--- src/rtl/mips_pkg.sv ---
// mips_pkg: definitions shared between the execute stage and the HI/LO
// multiply/divide sequencer.
//   - op encodings for the mul/div/move-to-HI/LO operations
//   - FSM state type for the sequencer
//   - iteration count for one mul/div
//   - small decode helpers for op codes
package mips_pkg;

  localparam int MULDIV_ITER = 32;

  localparam logic [2:0] OP_MULT  = 3'd0;
  localparam logic [2:0] OP_MULTU = 3'd1;
  localparam logic [2:0] OP_DIV   = 3'd2;
  localparam logic [2:0] OP_DIVU  = 3'd3;
  localparam logic [2:0] OP_MTHI  = 3'd4;
  localparam logic [2:0] OP_MTLO  = 3'd5;

  typedef enum logic [1:0] {
    IDLE,
    PREP,
    RUN,
    FIX
  } muldiv_state_t;

  // True for the four ops that run the iterative datapath.
  function automatic logic is_muldiv(input logic [2:0] op);
    return (op == OP_MULT) || (op == OP_MULTU) || (op == OP_DIV) || (op == OP_DIVU);
  endfunction

  function automatic logic is_div_op(input logic [2:0] op);
    return (op == OP_DIV) || (op == OP_DIVU);
  endfunction

  function automatic logic is_signed_op(input logic [2:0] op);
    return (op == OP_MULT) || (op == OP_DIV);
  endfunction

endpackage

--- src/rtl/muldiv_step.sv ---
// muldiv_step: one combinational iteration of the unsigned mul/div datapath.
// Ports:
//   is_div   in   select restoring-divide step (1) or shift-add multiply step (0)
//   hi_in    in   upper accumulator (product high half / partial remainder)
//   lo_in    in   lower accumulator (multiplier bits / dividend-quotient bits)
//   operand  in   multiplicand or divisor (already a magnitude)
//   hi_out   out  next upper accumulator
//   lo_out   out  next lower accumulator
module muldiv_step #(
  parameter int WIDTH = 32
) (
  input  logic             is_div,
  input  logic [WIDTH-1:0] hi_in,
  input  logic [WIDTH-1:0] lo_in,
  input  logic [WIDTH-1:0] operand,
  output logic [WIDTH-1:0] hi_out,
  output logic [WIDTH-1:0] lo_out
);

  logic [WIDTH:0] addend;
  logic [WIDTH:0] rem_shift;
  logic [WIDTH:0] diff;
  logic           fits;

  always_comb begin
    // Multiply: conditional add keeps its carry in bit WIDTH, which the right
    // shift moves back into the upper half, so the upper half never overflows.
    addend = lo_in[0] ? ({1'b0, hi_in} + {1'b0, operand}) : {1'b0, hi_in};

    // Divide: the partial remainder is always below the divisor, so after the
    // left shift it is below twice the divisor and the subtraction result's
    // top bit acts as the borrow.
    rem_shift = {hi_in, lo_in[WIDTH-1]};
    diff      = rem_shift - {1'b0, operand};
    fits      = ~diff[WIDTH];

    if (is_div) begin
      hi_out = fits ? diff[WIDTH-1:0] : rem_shift[WIDTH-1:0];
      lo_out = {lo_in[WIDTH-2:0], fits};
    end else begin
      hi_out = addend[WIDTH:1];
      lo_out = {addend[0], lo_in[WIDTH-1:1]};
    end
  end

endmodule

--- src/rtl/hilo_muldiv_ctrl.sv ---
// hilo_muldiv_ctrl: multi-cycle multiply/divide sequencer that owns HI/LO.
// Ports:
//   clk, reset        clock and asynchronous active-high reset
//   start, op, a, b   issue request (sampled only while idle), op code, operands
//   flush             abort the in-flight mul/div; also drops a same-cycle start
//   rd_hilo           execute stage wants HI/LO this cycle
//   busy, stall       mul/div in flight; stall = rd_hilo & busy
//   done              one-cycle pulse after HI/LO were written by a mul/div
//   hi, lo            architectural HI/LO registers
module hilo_muldiv_ctrl
  import mips_pkg::*;
#(
  parameter int WIDTH = 32,
  parameter int ITER  = MULDIV_ITER
) (
  input  logic             clk,
  input  logic             reset,
  input  logic             start,
  input  logic [2:0]       op,
  input  logic [WIDTH-1:0] a,
  input  logic [WIDTH-1:0] b,
  input  logic             flush,
  input  logic             rd_hilo,
  output logic             busy,
  output logic             stall,
  output logic             done,
  output logic [WIDTH-1:0] hi,
  output logic [WIDTH-1:0] lo
);

  localparam int CW = $clog2(ITER);

  muldiv_state_t state, state_next;

  logic             is_div_r, signed_r, neg_res, neg_rem, div_zero;
  logic [WIDTH-1:0] acc_hi, acc_lo, operand;
  logic [WIDTH-1:0] step_hi, step_lo;
  logic [CW-1:0]    cnt;

  logic [2*WIDTH-1:0] prod;
  logic [WIDTH-1:0]   quo, rem, fix_hi, fix_lo;

  muldiv_step #(.WIDTH(WIDTH)) u_step (
    .is_div  (is_div_r),
    .hi_in   (acc_hi),
    .lo_in   (acc_lo),
    .operand (operand),
    .hi_out  (step_hi),
    .lo_out  (step_lo)
  );

  assign busy  = (state != IDLE);
  assign stall = rd_hilo & busy;

  always_ff @(posedge clk or posedge reset) begin
    if (reset) state <= IDLE;
    else       state <= state_next;
  end

  // Flush overrides everything: it aborts a busy sequence and blocks a new
  // issue in the same idle cycle. Divide by zero skips straight to FIX.
  always_comb begin
    state_next = state;
    case (state)
      IDLE: if (start && is_muldiv(op))
              state_next = (is_div_op(op) && (b == '0)) ? FIX : PREP;
      PREP: state_next = RUN;
      RUN:  if (cnt == CW'(ITER - 1)) state_next = FIX;
      FIX:  state_next = IDLE;
      default: state_next = IDLE;
    endcase
    if (flush) state_next = IDLE;
  end

  // Signed correction applied to the unsigned magnitude result in FIX.
  always_comb begin
    prod = {acc_hi, acc_lo};
    if (signed_r && neg_res) prod = -prod;
    quo = acc_lo;
    if (signed_r && neg_res) quo = -quo;
    rem = acc_hi;
    if (signed_r && neg_rem) rem = -rem;

    if (div_zero) begin
      fix_hi = acc_lo;
      fix_lo = '1;
    end else if (is_div_r) begin
      fix_hi = rem;
      fix_lo = quo;
    end else begin
      fix_hi = prod[2*WIDTH-1:WIDTH];
      fix_lo = prod[WIDTH-1:0];
    end
  end

  // Multiply keeps the multiplier in acc_lo and the multiplicand in operand;
  // divide keeps the dividend in acc_lo and the divisor in operand. For a
  // zero divisor acc_lo still holds the raw dividend, which becomes HI.
  always_ff @(posedge clk or posedge reset) begin
    if (reset) begin
      hi       <= '0;
      lo       <= '0;
      done     <= 1'b0;
      acc_hi   <= '0;
      acc_lo   <= '0;
      operand  <= '0;
      cnt      <= '0;
      is_div_r <= 1'b0;
      signed_r <= 1'b0;
      neg_res  <= 1'b0;
      neg_rem  <= 1'b0;
      div_zero <= 1'b0;
    end else begin
      done <= 1'b0;
      case (state)
        IDLE: begin
          if (start && !flush) begin
            if (op == OP_MTHI) hi <= a;
            if (op == OP_MTLO) lo <= a;
            if (is_muldiv(op)) begin
              is_div_r <= is_div_op(op);
              signed_r <= is_signed_op(op);
              neg_res  <= a[WIDTH-1] ^ b[WIDTH-1];
              neg_rem  <= a[WIDTH-1];
              div_zero <= is_div_op(op) && (b == '0);
              acc_hi   <= '0;
              acc_lo   <= is_div_op(op) ? a : b;
              operand  <= is_div_op(op) ? b : a;
            end
          end
        end
        PREP: begin
          acc_lo <= (signed_r && acc_lo[WIDTH-1]) ? -acc_lo : acc_lo;
          operand <= (signed_r && operand[WIDTH-1]) ? -operand : operand;
          acc_hi <= '0;
          cnt    <= '0;
        end
        RUN: begin
          acc_hi <= step_hi;
          acc_lo <= step_lo;
          cnt    <= cnt + 1'b1;
        end
        FIX: begin
          if (!flush) begin
            hi   <= fix_hi;
            lo   <= fix_lo;
            done <= 1'b1;
          end
        end
        default: ;
      endcase
    end
  end

endmodule
--- config.mk ---
export PLATFORM = sky130hd
export DESIGN_NAME = hilo_muldiv_ctrl
export DESIGN_NICKNAME = d
export VERILOG_FILES = /design/src/rtl/mips_pkg.sv /design/src/rtl/muldiv_step.sv /design/src/rtl/hilo_muldiv_ctrl.sv
export SDC_FILE = /design/constraint.sdc
export NUM_CORES = 1
export LEC_CHECK = 0
export CELL_PAD_IN_SITES_DETAIL_PLACEMENT = 0
export CELL_PAD_IN_SITES_GLOBAL_PLACEMENT = 1
export CORE_UTILIZATION = 40
export DETAILED_ROUTE_END_ITERATION = 10
export PLACE_DENSITY_LB_ADDON = 0.08
export SETUP_SLACK_MARGIN = 0.15
export SYNTH_ARGS = -nofsm -noshare
export SYNTH_HDL_FRONTEND = slang
export SYNTH_SLANG_ARGS = --single-unit
--- constraint.sdc ---
create_clock -name clk -period 7.6 [get_ports clk]
set_clock_uncertainty 0.1 [all_clocks]
set_input_delay 1.14 -clock clk [delete_from_list [all_inputs] [get_ports clk]]
set_output_delay 1.14 -clock clk [all_outputs]
set_load 0.03 [all_outputs]
# Yosys cells after proc, flatten, opt, wreduce, memory -nomap -nowiden
# Index checks and enable logic that the tools add are counted.
[totals]
mem_count = 0
register_bits = 173
word_cells = 109
mem_bits_rw = 0
output_inout_bits = 67
rom_bits = 0
inputBits = 72
latchBits = 0
[op_classes]
div = 0
muxes = 40
n_addsub = 7
shift = 0
n_lt_le_gt_ge = 0
reduce_logical = 28
n_eq_ne = 18
n_mul = 0
n_bitwise = 3
[ops]
columns = ["operator", "n"]
rows = [
  ["$mux W32", 25],
  ["$pmux W32 S2", 3],
  ["$pmux W32 S3", 2],
  ["$neg A32 Y32", 3],
  ["$mux W64", 1],
  ["$neg A64 Y64", 1],
  ["$add A32 B32 Y33", 1],
  ["$mux W33", 1],
  ["$sub A33 B32 Y33", 1],
  ["$logic_not A32 Y1", 1],
  ["$reduce_and A4 Y1", 4],
  ["$ne A2 B2 Y1 const B", 7],
  ["$pmux W5 S2", 1],
  ["$mux W2", 4],
  ["$pmux W2 S4", 1],
  ["$reduce_bool A2 Y1", 4],
  ["$logic_and A1 B1 Y1", 7],
  ["$eq A3 B2 Y1 const B", 2],
  ["$eq A3 B3 Y1 const B", 2],
  ["$ne A3 B3 Y1 const B", 2],
  ["$reduce_and A3 Y1", 2],
  ["$add A5 B1 Y5 const B", 1],
  ["$eq A5 B5 Y1 const B", 1],
  ["$logic_or A1 B1 Y1", 5],
  ["other kinds (12)", 14],
]

# Depth between registers and ports, before layout
# Gate-level depths: netlist (run 1).
[depth]
ltp_word = 8
depth_mapped = 14
ltp_nobuf = 12

# Cells and area by module
# Synthesis (run 1) repeated with hierarchy kept, for this count alone.
[unflattened]
cells_unflattened = 2243
hier_area_um2 = 16540.9
[by_module_without_submodules]
columns = ["mod", "cells_each", "area_each_um2", "seq_area_each_um2", "instances"]
rows = [
  ["hilo_muldiv_ctrl", 1559, 11700.0, 4329.2, 1],
  ["muldiv_step", 684, 4840.9, 0.0, 1],
]

# Worst setup path before layout (run 1)
# Ideal clock, no wire load.
[synth_timing]
path_kind = "flip-flop to flip-flop"
start = "register acc_lo[31]"
end = "register acc_hi[22]"
path_buffers = 2
path_stages_with_launch = 15
path_slack_ps = 4134
arrival_ps = 3242
setup_ps = 124
synth_period_minus_slack_ps = 3466
required_time_ps = 7376
cell_sequence = "dfrtp_1 clkbuf_1 inv_1 ha_1 fa_1 nor2b_1 o31a_1 o21ai_1 o21a_1 o31ai_4 xor2_2 buf_2 mux2i_1 nor2_1 a211o_1"
[synth_between]
elab_chain_cells = 4
[synth_lines]
columns = ["item", "line_no", "text"]
rows = [
  ["start, declared", "hilo_muldiv_ctrl.sv:36", "logic [WIDTH-1:0] acc_hi, acc_lo, operand;"],
  ["start signal, assigned", "hilo_muldiv_ctrl.sv:127", "acc_lo <= is_div_op(op) ? a : b;"],
  ["start signal, assigned", "hilo_muldiv_ctrl.sv:133", "acc_lo <= (signed_r && acc_lo[WIDTH-1]) ? -acc_lo : acc_lo;"],
  ["start signal, assigned", "hilo_muldiv_ctrl.sv:140", "acc_lo <= step_lo;"],
  ["$sub A33 B32 Y33", "muldiv_step.sv:34", "diff = rem_shift - {1'b0, operand};"],
  ["$mux W32", "muldiv_step.sv:38", "hi_out = fits ? diff[WIDTH-1:0] : rem_shift[WIDTH-1:0];"],
  ["$mux W32", "muldiv_step.sv:37", "if (is_div) begin"],
  ["$pmux W32 S3", "hilo_muldiv_ctrl.sv:115", "case (state)"],
  ["end signal, assigned", "hilo_muldiv_ctrl.sv:139", "acc_hi <= step_hi;"],
  ["end, declared", "hilo_muldiv_ctrl.sv:36", ""],
]
# No other way between the ends.
# A chain may end at the register's enable or synchronous reset.

# Final worst setup path (run 1)
[layout_timing]
start = "register acc_lo[0]"
end = "register hi[24]"
[layout_between]
elab_chain_cells = 6
[layout_lines]
columns = ["item", "line_no", "text"]
rows = [
  ["$neg A64 Y64", "hilo_muldiv_ctrl.sv:78", "if (signed_r && neg_res) prod = -prod;"],
  ["$mux W64", "hilo_muldiv_ctrl.sv:78", ""],
  ["$mux W32", "hilo_muldiv_ctrl.sv:87", "end else if (is_div_r) begin"],
  ["$mux W32", "hilo_muldiv_ctrl.sv:84", "if (div_zero) begin"],
  ["$mux W32", "hilo_muldiv_ctrl.sv:144", "if (!flush) begin"],
  ["$pmux W32 S2", "hilo_muldiv_ctrl.sv:115", ""],
  ["end signal, assigned", "hilo_muldiv_ctrl.sv:145", "hi <= fix_hi;"],
  ["end, declared", "hilo_muldiv_ctrl.sv:27", "output logic [WIDTH-1:0] hi,"],
]
# No other way between the ends. The select of a mux whose other input is x is not followed.

==> run summary, run 1 <==
Across the whole layout, storage elements account for 4330 um2. TritonCTS built the clock tree. For this run the aggregate overflow at the end of global routing stands at 0. The via count of the routed design is 16755, and the final routed DRC violation total is 0. The height of the chip works out to 205 um. The switching power total is 5.23 mW.

The clock network burns 10.0% of the power. For the highest attainable clock frequency, the log shows 229 MHz. The worst hold path belongs to the class register to register.

Counting flops and latches in the post-synthesis netlist gives 173. For the finished layout, the period the worst path requires is 4.36 ns. The H-tree generated during clock tree synthesis spans 4 levels. In the final layout, the share of cells above drive strength 1 is 6.48%. The number of nets in the synthesized netlist is 2263. The first global-routing pass estimated 100 mm of wire. The minimum setup slack after placement was 3.27 ns; the port buffer count was 138. The net count of the finished layout is 2279. The area growth from synthesis to layout is 12.8%.

The tools report the standard-cell row count as 74. The power after layout was 9.58 mW; the cell area after layout was 18600 um2. The start-to-end type of the worst setup path is register to register.

Routed via count divided by cell count: 6.26. Clock input transition at the sequential cells of the worst setup and hold paths: 0.07 ns. The run gives 139 as the I/O pin count. The tools report the sort of element at the start of the critical path as a register. The worst slew slack as a fraction of its limit was 28.3%; the share of total power in sequential cells was 22.3%. Combinational logic is responsible for 67.8% of the overall power. Buffers added to address setup during post-CTS repair amount to 0. The worst path meets setup with 3.24 ns of slack. Gates resized during post-CTS repair numbered 0. Setup violations remaining at the end of the flow were counted as 0. The count of flip-flops with a built-in enable after synthesis was 0. Setup repair after global routing left no endpoint under its margin.

Across the run, the number of max-cap violations was 0. The clock drives 173 sinks. Summing every instance area after synthesis gives 16500 um2. In this run switching power makes up 54.6% of total power. The flow ran to the end, and the final reports show no timing, DRC or antenna violations. At the pin with the least slew margin, the transition time is 1.07 ns. The logs give 26.2% for the sequential share of the synthesized area and 0 ns for the sum of negative setup slack.

Summing all multi-input logic gate instances after layout gives 11200 um2. Summed over all layers, the routed wires come to 66.3 mm. The average size of a mapped cell is 7.80 um2. The run gives 0 as the number of endpoints with negative hold slack in the final report.

Number of distinct standard cells referenced by the synthesized netlist: 99. VDD sags by at most 225 uV. The congestion estimate from routability-driven global placement came to 0.937. Dividing the final minimum period by the clock period gives 57.4%. After detailed routing, the average wire length per cell comes to 24.8 um. The internal portion of the total power is 4.35 mW.

The count of nets left with antenna violations after detail routing was 0. The count of hold-fix buffers inserted at cts was 0. The leakage dissipation is 7.78 nW. The largest net degree at the start of global routing was 107; the number of buffers inserted during clock tree synthesis was 17. The initial antenna violation count is 0, and the antenna diode count is 0. Total number of yosys warnings: 0. Power spread over the standard cell area amounts to 515 nW/um2. The logs give 15708 for the via count of the first global-routing pass and 31.8% for the global routing usage summed across all routing layers. For this run, asynchronously set or reset flops after synthesis account for 100%. The maximum clock path buffer count was 2; the count of fill cells added during filler insertion was 4104. The first TritonRoute pass finished after 7 iterations.

The run gives 1555 as the number of DRC violations after detailed-routing iteration 0. For this configuration, the core starts out at a cell density of 40.5%. Of all nets on the critical path, the largest fanout is 43. The filler-free cell count of the finished design was 2676. STA classifies the critical path endpoint as a register. The tools report the number of max-slew violations in the final report as 0. At the later pin of the worst-skew pair, clock insertion delay measures 0.48 ns. At the worst endpoint, the arrival time is 4.60 ns. The run gives 48.9 mm as the placed wire-length estimate. The core region is 40700 um2. The number of standard cells after synthesis was 2116; the placed cell area was 18000 um2.

After detailed placement, the design holds a cell count of 2645. In this run the clock root is driven by a clkbuf_16. The die footprint came out at 42100 um2. In the synthesized netlist the dominant register cell turns out to be dfrtp_1.

The data required time at the worst endpoint was 7.83 ns. The floorplan step set the die width to 205 um.
## per-layer routing
| metal | wire length, um | vias up | global-route usage (%) |
|---|---|---|---|
| met5 | 0 | - | 0 |
| li1 | - | 7790 | - |
| met4 | 2670 | 0 | 14.3 |
| met3 | 3870 | 114 | 3.29 |
| met2 | 29300 | 647 | 48.6 |
| met1 | 30500 | 8204 | 44.9 |
## worst max-delay path, stage by stage, from the launching register on
cell	delay, ns
dfrtp_1	0.36
buf_4	0.29
inv_1	0.69
ha_1	0.33
or3b_1	0.49
or4_4	0.48
nor3_1	0.14
buf_4	0.23
a21boi_1	0.21
o31ai_1	0.36
xor2_1	0.17
o21ai_0	0.09
mux2i_1	0.14
o21ai_0	0.09
## stage by stage
stage                     hold slack (ns)  utilization, %
after floorplan                     0.344               -
after global placement              0.363            44.2
after detailed placement            0.370            44.2
after CTS                           0.385            45.7
after global routing                0.404            45.7
final                               0.375            45.7
## path summary, 6_finish.rpt
check | from | end | slack [ns] | cells after the start
worst max-delay path | acc_lo[0] | hi[24] | 3.24 | 13
worst max register to register | acc_lo[0] | hi[24] | 3.24 | 13
max in group asynchronous | reset | acc_hi[28] | 4.80 | 3
worst min register to register | lo[28] | lo[28] | 0.37 | 2
worst min-delay path | lo[28] | lo[28] | 0.37 | 2
min in group asynchronous | reset | lo[9] | 1.05 | 2
## cells by family (layout without fill, tap and decap cells)
logic type	after synthesis	after routing	synth area share, %
adders and majority gates	75	75	5.77
xor gates and xnor gates	116	116	6.20
DFF	173	173	26.2
AOI/OAI and AO/OA	752	752	28.9
muxes	104	104	6.52
and+or+nand+nor	666	666	20.0
buffers and inverters	230	258	6.45
## sequential cells by signal, indices dropped and copies added, names as in the netlist
signal    flops
acc_hi       32
cnt           5
operand      32
neg_res       1
is_div_r      1
signed_r      1
div_zero      1
lo           32
hi           32
done          1
acc_lo       32
neg_rem       1
state         2
## cells in the final DEF (no fill, tap or decap), types with 49 or more instances in the layout
master,synthesis,layout
a21oi_1,174,173
clkdlybuf4s50_1,0,138
dfrtp_1,173,172
ha_1,73,70
inv_1,61,60
mux2i_1,75,75
nand2_1,245,244
nor2_1,146,146
nor3_1,49,49
o21ai_0,194,194
o22ai_1,64,64
xnor2_1,64,63
xor2_1,51,51
## cells in the mapped netlist, types with 5 or more instances
master	instances	share of area [%]
nand2_1	245	5.6
o21ai_0	194	5.9
a21oi_1	174	5.3
dfrtp_1	173	26
nor2_1	146	3.3
clkbuf_1	127	2.9
mux2i_1	75	4.5
ha_1	73	5.5
o22ai_1	64	2.4
xnor2_1	64	3.4
inv_1	61	1.4
xor2_1	51	2.7
a211oi_1	49	2.2
nor3_1	49	1.5
a21o_1	45	2.0
nor2b_1	40	1.5
a31oi_1	34	1.3
nand3_1	34	1.0
mux2_2	29	2.0
o211ai_1	29	1.3
a22oi_1	25	1.1
nor4_1	21	0.80
nand4_1	20	0.76
and3_1	18	0.68
nor3b_1	16	0.73
buf_1	15	0.34
nand2b_1	15	0.57
clkbuf_8	13	1.1
and2_1	12	0.45
o21a_1	11	0.50
o21ai_1	11	0.33
a211o_1	10	0.53
o221ai_1	10	0.53
o31ai_1	10	0.45
or3_1	9	0.34
a22o_1	8	0.42
a32o_1	8	0.48
a31o_2	7	0.37
and4_1	6	0.32
a2bb2oi_1	5	0.27
buf_2	5	0.15
## power groups by stage
| stage | sequential (mW) | clock, mW | combinational [mW] |
|---|---|---|---|
| floorplan | 1.94 | 0 | 4.66 |
| global placement | 2.12 | 0 | 6.40 |
| detailed placement | 2.13 | 0 | 6.42 |
| CTS | 2.11 | 0.963 | 6.45 |
| global route | 2.19 | 0.995 | 7.12 |
| finish | 2.13 | 0.955 | 6.50 |
## layout make-up
type | count | area share, %
inverter | 64 | 1.33
sequential | 173 | 23.3
clock buffer | 25 | 2.82
timing repair buffer | 163 | 8.42
multi-input combinational | 1713 | 60.2
clock inverter | 6 | 0.430
tap | 532 | 3.57
No activity file was read; power rests on OpenSTA's default activity.
==> run 2, diff against run 1 <==
- clock period: 7.6 -> 4.4 ns (I/O delays scaled with it)
==> run summary, run 2 (same netlist as run 1, synthesis figures left out) <==
The logs give 173 (unchanged) for the clock net sink count and 67.3 mm (+1.4%) for the final routed wirelength across all metal layers. For the final routed DRC violation total, the log shows 0 (unchanged). Starting density of the core: 40.5% (unchanged). Routed metal-1 wire length: 30.7 mm (+0.87%). For the worst path arrival time, the log shows 4.18 ns (-0.42 ns). TritonCTS built the clock tree. The count of fill cells added during filler insertion is 4135 (+0.76%). The count of hold-fix buffers inserted at cts was 0 (unchanged); the power after layout was 17.0 mW (+77%). The run gives 0.958 (+2.3%) as the placer's final routability congestion estimate. In the layout the commonest cells are 244 x nand2_1, 194 x o21ai_0, 173 x a21oi_1, 172 x dfrtp_1, 146 x nor2_1. The logs give 19000 um2 (+2.1%) for the cell area after layout and 40700 um2 (unchanged) for the core box area.

The number of buffers inserted during clock tree synthesis was 17 (unchanged); the largest voltage drop on the vdd net was 341 uV (+52%). The global-route wire length before repair is 101 mm (+0.97%). The endpoint kind of the worst setup timing path was a register.

The start-to-end type of the worst setup path was register to register. The tools report the internal reg-to-reg setup slack as 0.46 ns (-2.77 ns). In this run the worst hold path is classified as register to register.

The run gives 2316 (+1.6%) as the count of nets after finishing. The logic depth of the worst register-to-register path is 12 (-1). The via count of the routed design was 16745 (-0.060%); the final clock period utilization by the worst path was 89.4% (+32 points). The post-cts repair resize count came out at 0 (unchanged). The routed via count divided by cell count is 6.17 (-1.5%).

The ratio of cells with drive above 1 in the final layout came out at 8.11% (+1.6 points). For the standard-cell row count, the log shows 74 (unchanged). The sort of element at the start of the critical path is a register. The logs give 0 (unchanged) for the initial antenna violation count and 0 (unchanged) for the count of nets left with antenna violations after detail routing. Setup repair after global routing left no endpoint under its margin. The number of DRC violations after detailed-routing iteration 0 is 1465 (-5.8%), and the antenna diode count is 0 (unchanged).

The run gives 0 (unchanged) as the setup fix buffers added after clock tree synthesis. The count of buffer and inverter cells on the critical path came out at 2 (-1). The area overhead of the layout relative to synthesis came out at 15.1%. The tools report the number of endpoints with negative hold slack in the final report as 0 (unchanged). The power density over the cells is 892 nW/um2 (+73%).

The hold path startpoint was lo[29]. The library cell used most frequently in the layout, excluding fill and tap cells, is nand2_1. The die footprint is 42100 um2 (unchanged), and the count of TritonRoute iterations in the first routing pass is 5 (-2). The amount of wire on met2 after detailed routing was 30.7 mm (+4.6%).

The minimum setup slack after placement was 0.517 ns (-2.76 ns); the placed wire-length estimate was 50.1 mm (+2.5%). The routed length on met3 is 3.91 mm (+1.1%), and the final design utilization is 46.7% (+0.95 points). The run gives 0.48 ns (about the same) as the source-to-sink clock delay at the later pin of the worst-skew pair.

The logs give 4 (unchanged) for the H-tree depth reported by CTS and 0 ns (unchanged) for the sum of negative setup slack. The height of the chip is 205 um (unchanged). The die outline width came out at 205 um (unchanged). The kind of cell with the highest combined delay along the critical path is compound AO/OA/AOI/OAI gates. The tools report the largest net degree at the start of global routing as 89 (-17%). Maximum clock path buffer count: 2 (unchanged).

The path with the worst hold slack has its endpoint at lo[29]. Worst-path maximum fanout: 15 (-65%). The run finished with clean final reports. The worst slew slack as a fraction of its limit was 39.5% (+11 points). The max capacitance violation total came out at 0 (unchanged). The run gives 15872 (+1.0%) as the via count of the first global-routing pass.

Clock root buffer: clkbuf_16. The final critical path time including I/O delays and setup works out to 3.94 ns (-0.427 ns). The data required time at the worst endpoint is 4.65 ns (-3.18 ns), and the I/O pin count is 139 (unchanged). The run gives 0 (unchanged) as the final-report setup violation count. The transition time at the pin with the least slew margin is 0.908 ns (-0.166 ns).

The number of max-slew violations in the final report was 0 (unchanged). The final worst setup slack is 0.464 ns (-2.77 ns). Number of logic stages on the critical path including buffering: 12 (-1).

The overflow left after global routing came out at 0 (unchanged). The endpoint identified for the worst register-to-register timing path is acc_hi[26]. The largest incremental delay on the critical path is 0.54 ns (-0.15 ns), and the port buffer count is 138 (unchanged). The highest signal layer in the routed design was met4. Among all stages on the critical path, the largest delay is contributed by dfrtp_1. The clock input transition at the sequential cells of the worst setup and hold paths came out at 0.07 ns (about the same). The global routing usage summed across all routing layers is 32.0% (+0.26 points), and the count of cells along the worst hold path is 2 (unchanged). The leakage dissipation came out at 8.00 nW (+2.8%). The highest attainable clock frequency is 254 MHz (+11%). The average routed wire per standard cell works out to 24.8 um (about the same). The signal on the critical path passes through inv_1 -> fa_1 -> nor2b_1 -> o31a_1 -> o21ai_1 -> o21a_1 -> o31ai_4 -> xor2_4 -> buf_4 -> nand2_1 -> o21ai_0 -> a21oi_1. In this run the critical register-to-register path is launched from acc_hi[0]. Placed cell area: 18300 um2 (+1.8%).
[run 2: cell type report]
| class | instances | area (um2) | share of cell area [%] |
|---|---|---|---|
| inverters | 64 | 244 | 1.28 |
| clock buffers | 23 | 508 | 2.67 |
| repair buffers | 200 | 1910 | 10.0 |
| multi-input cells | 1713 | 11200 | 58.9 |
| clock inverters | 9 | 155 | 0.816 |
| well taps | 532 | 666 | 3.50 |
| flip-flops and latches | 173 | 4330 | 22.8 |
[run 2: layer usage]
metal | vias up | GRT usage, %
met5 | - | 0
met4 | 0 | 11.2
met3 | 98 | 3.64
met2 | 623 | 51.2
met1 | 8149 | 44.5
li1 | 7875 | -
[run 2: per-stage QoR]
stage | std cells | hold slack, ns
3_5_place_dp | 2682 | 0.371
2_1_floorplan | 2116 | 0.344
3_3_place_gp | 2682 | 0.361
6_report | 2714 | 0.376
4_1_cts | 2714 | 0.386
5_1_grt | 2714 | 0.398
[run 2: power by group]
group,internal (mW),switching (mW)
logic,4.48,7.15
registers,2.29,1.25
clock network,1.04,0.737
[run 2: how the worst max path moves through the flow]
stage                  to       start  slack, ns
3_5_place_dp   acc_hi[26]   acc_hi[0]       0.52
5_1_grt        acc_hi[13]   acc_hi[0]       0.24
2_1_floorplan  acc_hi[22]  acc_lo[31]       0.93
3_3_place_gp   acc_hi[26]   acc_hi[0]       0.63
4_1_cts        acc_hi[26]   acc_hi[0]       0.51
6_report       acc_hi[26]   acc_hi[0]       0.46
[run 2: tightest hold or removal path: stages (launching register included)]
cell and delay (ns):
dfrtp_1 0.34, nand2_1 0.04, o21ai_0 0.06
==> run 3, diff against run 2 <==
- CORE_UTILIZATION: 40 -> 35
- SETUP_SLACK_MARGIN: 0.15 -> 0.3
==> run summary, run 3 (same netlist as run 1, synthesis figures left out) <==
The placed wire-length estimate is 52.0 mm (+3.9%), and the largest voltage drop on the vdd net is 362 uV (+6.0%). The library cell used most frequently in the layout, excluding fill and tap cells, is nand2_1. The standard-cell row count is 79 (+6.8%).

The clock net sink count was 173 (unchanged). The global-route wire length before repair came out at 105 mm (+3.4%). The run gives 8.03 nW (+0.42%) as the leakage dissipation. The run gives 0 (unchanged) as the final-report setup violation count. The library cells used most frequently in the layout, excluding fill and tap cells, are 244 x nand2_1, 194 x o21ai_0, 173 x a21oi_1, 172 x dfrtp_1, 146 x nor2_1. The number of DRC violations after detailed-routing iteration 0 is 1521 (+3.8%). Overflow left after global routing: 0 (unchanged). The routed via count divided by cell count is 6.05 (-2.0%), and the final routed wirelength across all metal layers is 70.2 mm (+4.4%).

The data required time at the worst endpoint was 4.66 ns (about the same); the switching fraction of total power was 54.4% (+0.51 points). Setup repair after global routing left no endpoint under its margin. The transition time at the pin with the least slew margin is 0.953 ns (+0.0454 ns), and the worst hold slack is 0.376 ns (-0.0000820 ns). The combinational fraction of design power was 70.1% (+1.5 points); the post-cts repair resize count was 0 (unchanged). The final clock period utilization by the worst path came out at 88.5% (-0.98 points). The count of TritonRoute iterations in the first routing pass is 6 (+1).

The run gives 4.15 ns (-0.03 ns) as the worst path arrival time. The final worst setup slack was 0.507 ns (+0.0431 ns); the port buffer count was 138 (unchanged). For the met1 track demand over resource in global routing, the log shows 41.5% (-3.1 points).

The H-tree depth reported by CTS was 4 (unchanged). The share of total power in sequential cells was 20.0% (-0.9 points); the max capacitance violation total was 0 (unchanged). The die outline width was 219 um (+6.8%); the setup fix buffers added after clock tree synthesis was 3 (+3). The run gives 139 (unchanged) as the I/O pin count.

For the placer's final routability congestion estimate, the log shows 0.938 (-2.1%). The global routing's busiest layer was met2. The ratio of cells with drive above 1 in the final layout works out to 8.57% (+0.46 points).

The internal power consumption was 7.73 mW (-1.1%); the worst-path maximum fanout was 14 (-1). The relative contribution of the clock network to total power is 9.9% (-0.6 points), and the core box area is 46600 um2 (+14%). The flow ran to the end, and the final reports show no timing, DRC or antenna violations. The height of the chip is 219 um (+6.8%), and the number of endpoints with negative hold slack in the final report is 0 (unchanged). The count of nets left with antenna violations after detail routing is 0 (unchanged).

The power density over the cells is 886 nW/um2 (-0.62%). The area overhead of the layout relative to synthesis was 15.9%; the via count of the routed design was 16948 (+1.2%). The average routed wire per standard cell was 25.1 um (+1.1%).

The die footprint came out at 48100 um2 (+14%). For the highest attainable clock frequency, the log shows 257 MHz (+1.1%). The routing usage on met3 was 2.74% (-0.90 points). The path class of the tightest hold or removal check is register to register. The run gives 36.2% (-3.3 points) as the worst slew slack as a fraction of its limit.

The worst setup path is launched from a register. The tools report the clock root buffer as clkbuf_16. The number of placed cells counting well taps was 2766 (+3.1%); the switching power total was 9.23 mW (+0.96%).

For the initial antenna violation count, the log shows 1 (+1). The number of buffers inserted during clock tree synthesis is 17 (unchanged). The count of nets after finishing was 2328 (+0.52%); the count of hold-fix buffers inserted at cts was 0 (unchanged). The met2 usage in global routing was 45.9% (-5.3 points); the clock input transition at the sequential cells of the worst setup and hold paths was 0.07 ns (about the same). The filler-free cell count of the finished design is 2802 (+3.2%). The critical path in this run is classified as register to register. The tools report the number of max-slew violations in the final report as 0 (unchanged). The tools report the minimum setup slack after placement as 0.265 ns (-0.253 ns).

The global routing usage summed across all routing layers was 29.2% (-2.8 points). The via count of the first global-routing pass came out at 15905 (+0.21%). The tools report the starting density of the core as 35.5% (-5.1 points).

The worst setup path is captured at a register. The final critical path time including I/O delays and setup is 3.89 ns (-0.0431 ns). The tools report the source-to-sink clock delay at the later pin of the worst-skew pair as 0.47 ns (about the same).

The sum of negative setup slack came out at 0 ns (unchanged). The largest net degree at the start of global routing was 91 (+2.2%). TritonCTS built the clock tree.

The final routed DRC violation total is 0 (unchanged), and the maximum clock path buffer count is 2 (unchanged).
==> run 3: worst max-delay path, cell delays in order, from the launching register on <==
cell and delay, ns:
dfrtp_1 0.53, inv_1 0.20, fa_1 0.47, nor2b_1 0.22, o31a_1 0.24, o21ai_1 0.19
o21a_1 0.30, o31ai_4 0.38, xor2_4 0.32, buf_4 0.27, nand2_1 0.21, o21ai_0 0.26
a21oi_1 0.09
==> run 3: routing by layer <==
layer | wire, um | vias to the layer above
met5 | 8 | -
met4 | 2150 | 2
met3 | 3890 | 93
met2 | 31500 | 615
met1 | 32700 | 8338
li1 | - | 7900
==> run 3: cell type report <==
| class | count | area, um2 |
|---|---|---|
| fillers | 4901 | 27400 |
| multi-input cells | 1713 | 11200 |
| flip-flops and latches | 173 | 4330 |
| repair buffers | 212 | 1990 |
| well taps | 607 | 759 |
| clock buffers | 21 | 470 |
| inverters | 64 | 244 |
| clock inverters | 11 | 140 |
| diodes | 1 | 2.50 |
==> run 3: power by group through the flow <==
stage / sequential, mW / combinational (mW) / clock [mW]
after floorplan: 3.35 / 8.06 / 0
after global placement: 3.40 / 11.7 / 0
after detailed placement: 3.40 / 11.8 / 0
after CTS: 3.37 / 11.8 / 1.72
after global routing: 3.48 / 13.0 / 1.76
final: 3.39 / 11.9 / 1.68
==> run 3: stage by stage <==
step / power (mW) / util, % / area [um2]
after floorplan: 11.4 / - / 16500
after global placement: 15.1 / 39.7 / 18500
after detailed placement: 15.2 / 39.7 / 18500
after CTS: 16.9 / 41.1 / 19100
after global routing: 18.3 / 41.1 / 19100
final: 17.0 / 41.1 / 19100
==> run 3: final timing paths <==
path | start | endpoint | slack [ns] | cells past startpoint
setup / recovery | acc_hi[0] | acc_hi[26] | 0.51 | 12
hold / removal | lo[28] | lo[28] | 0.38 | 2
setup reg to reg | acc_hi[0] | acc_hi[26] | 0.51 | 12
hold reg to reg | lo[28] | lo[28] | 0.38 | 2
max in group asynchronous | reset | is_div_r | 3.03 | 3
min in group asynchronous | reset | acc_lo[9] | 0.59 | 3
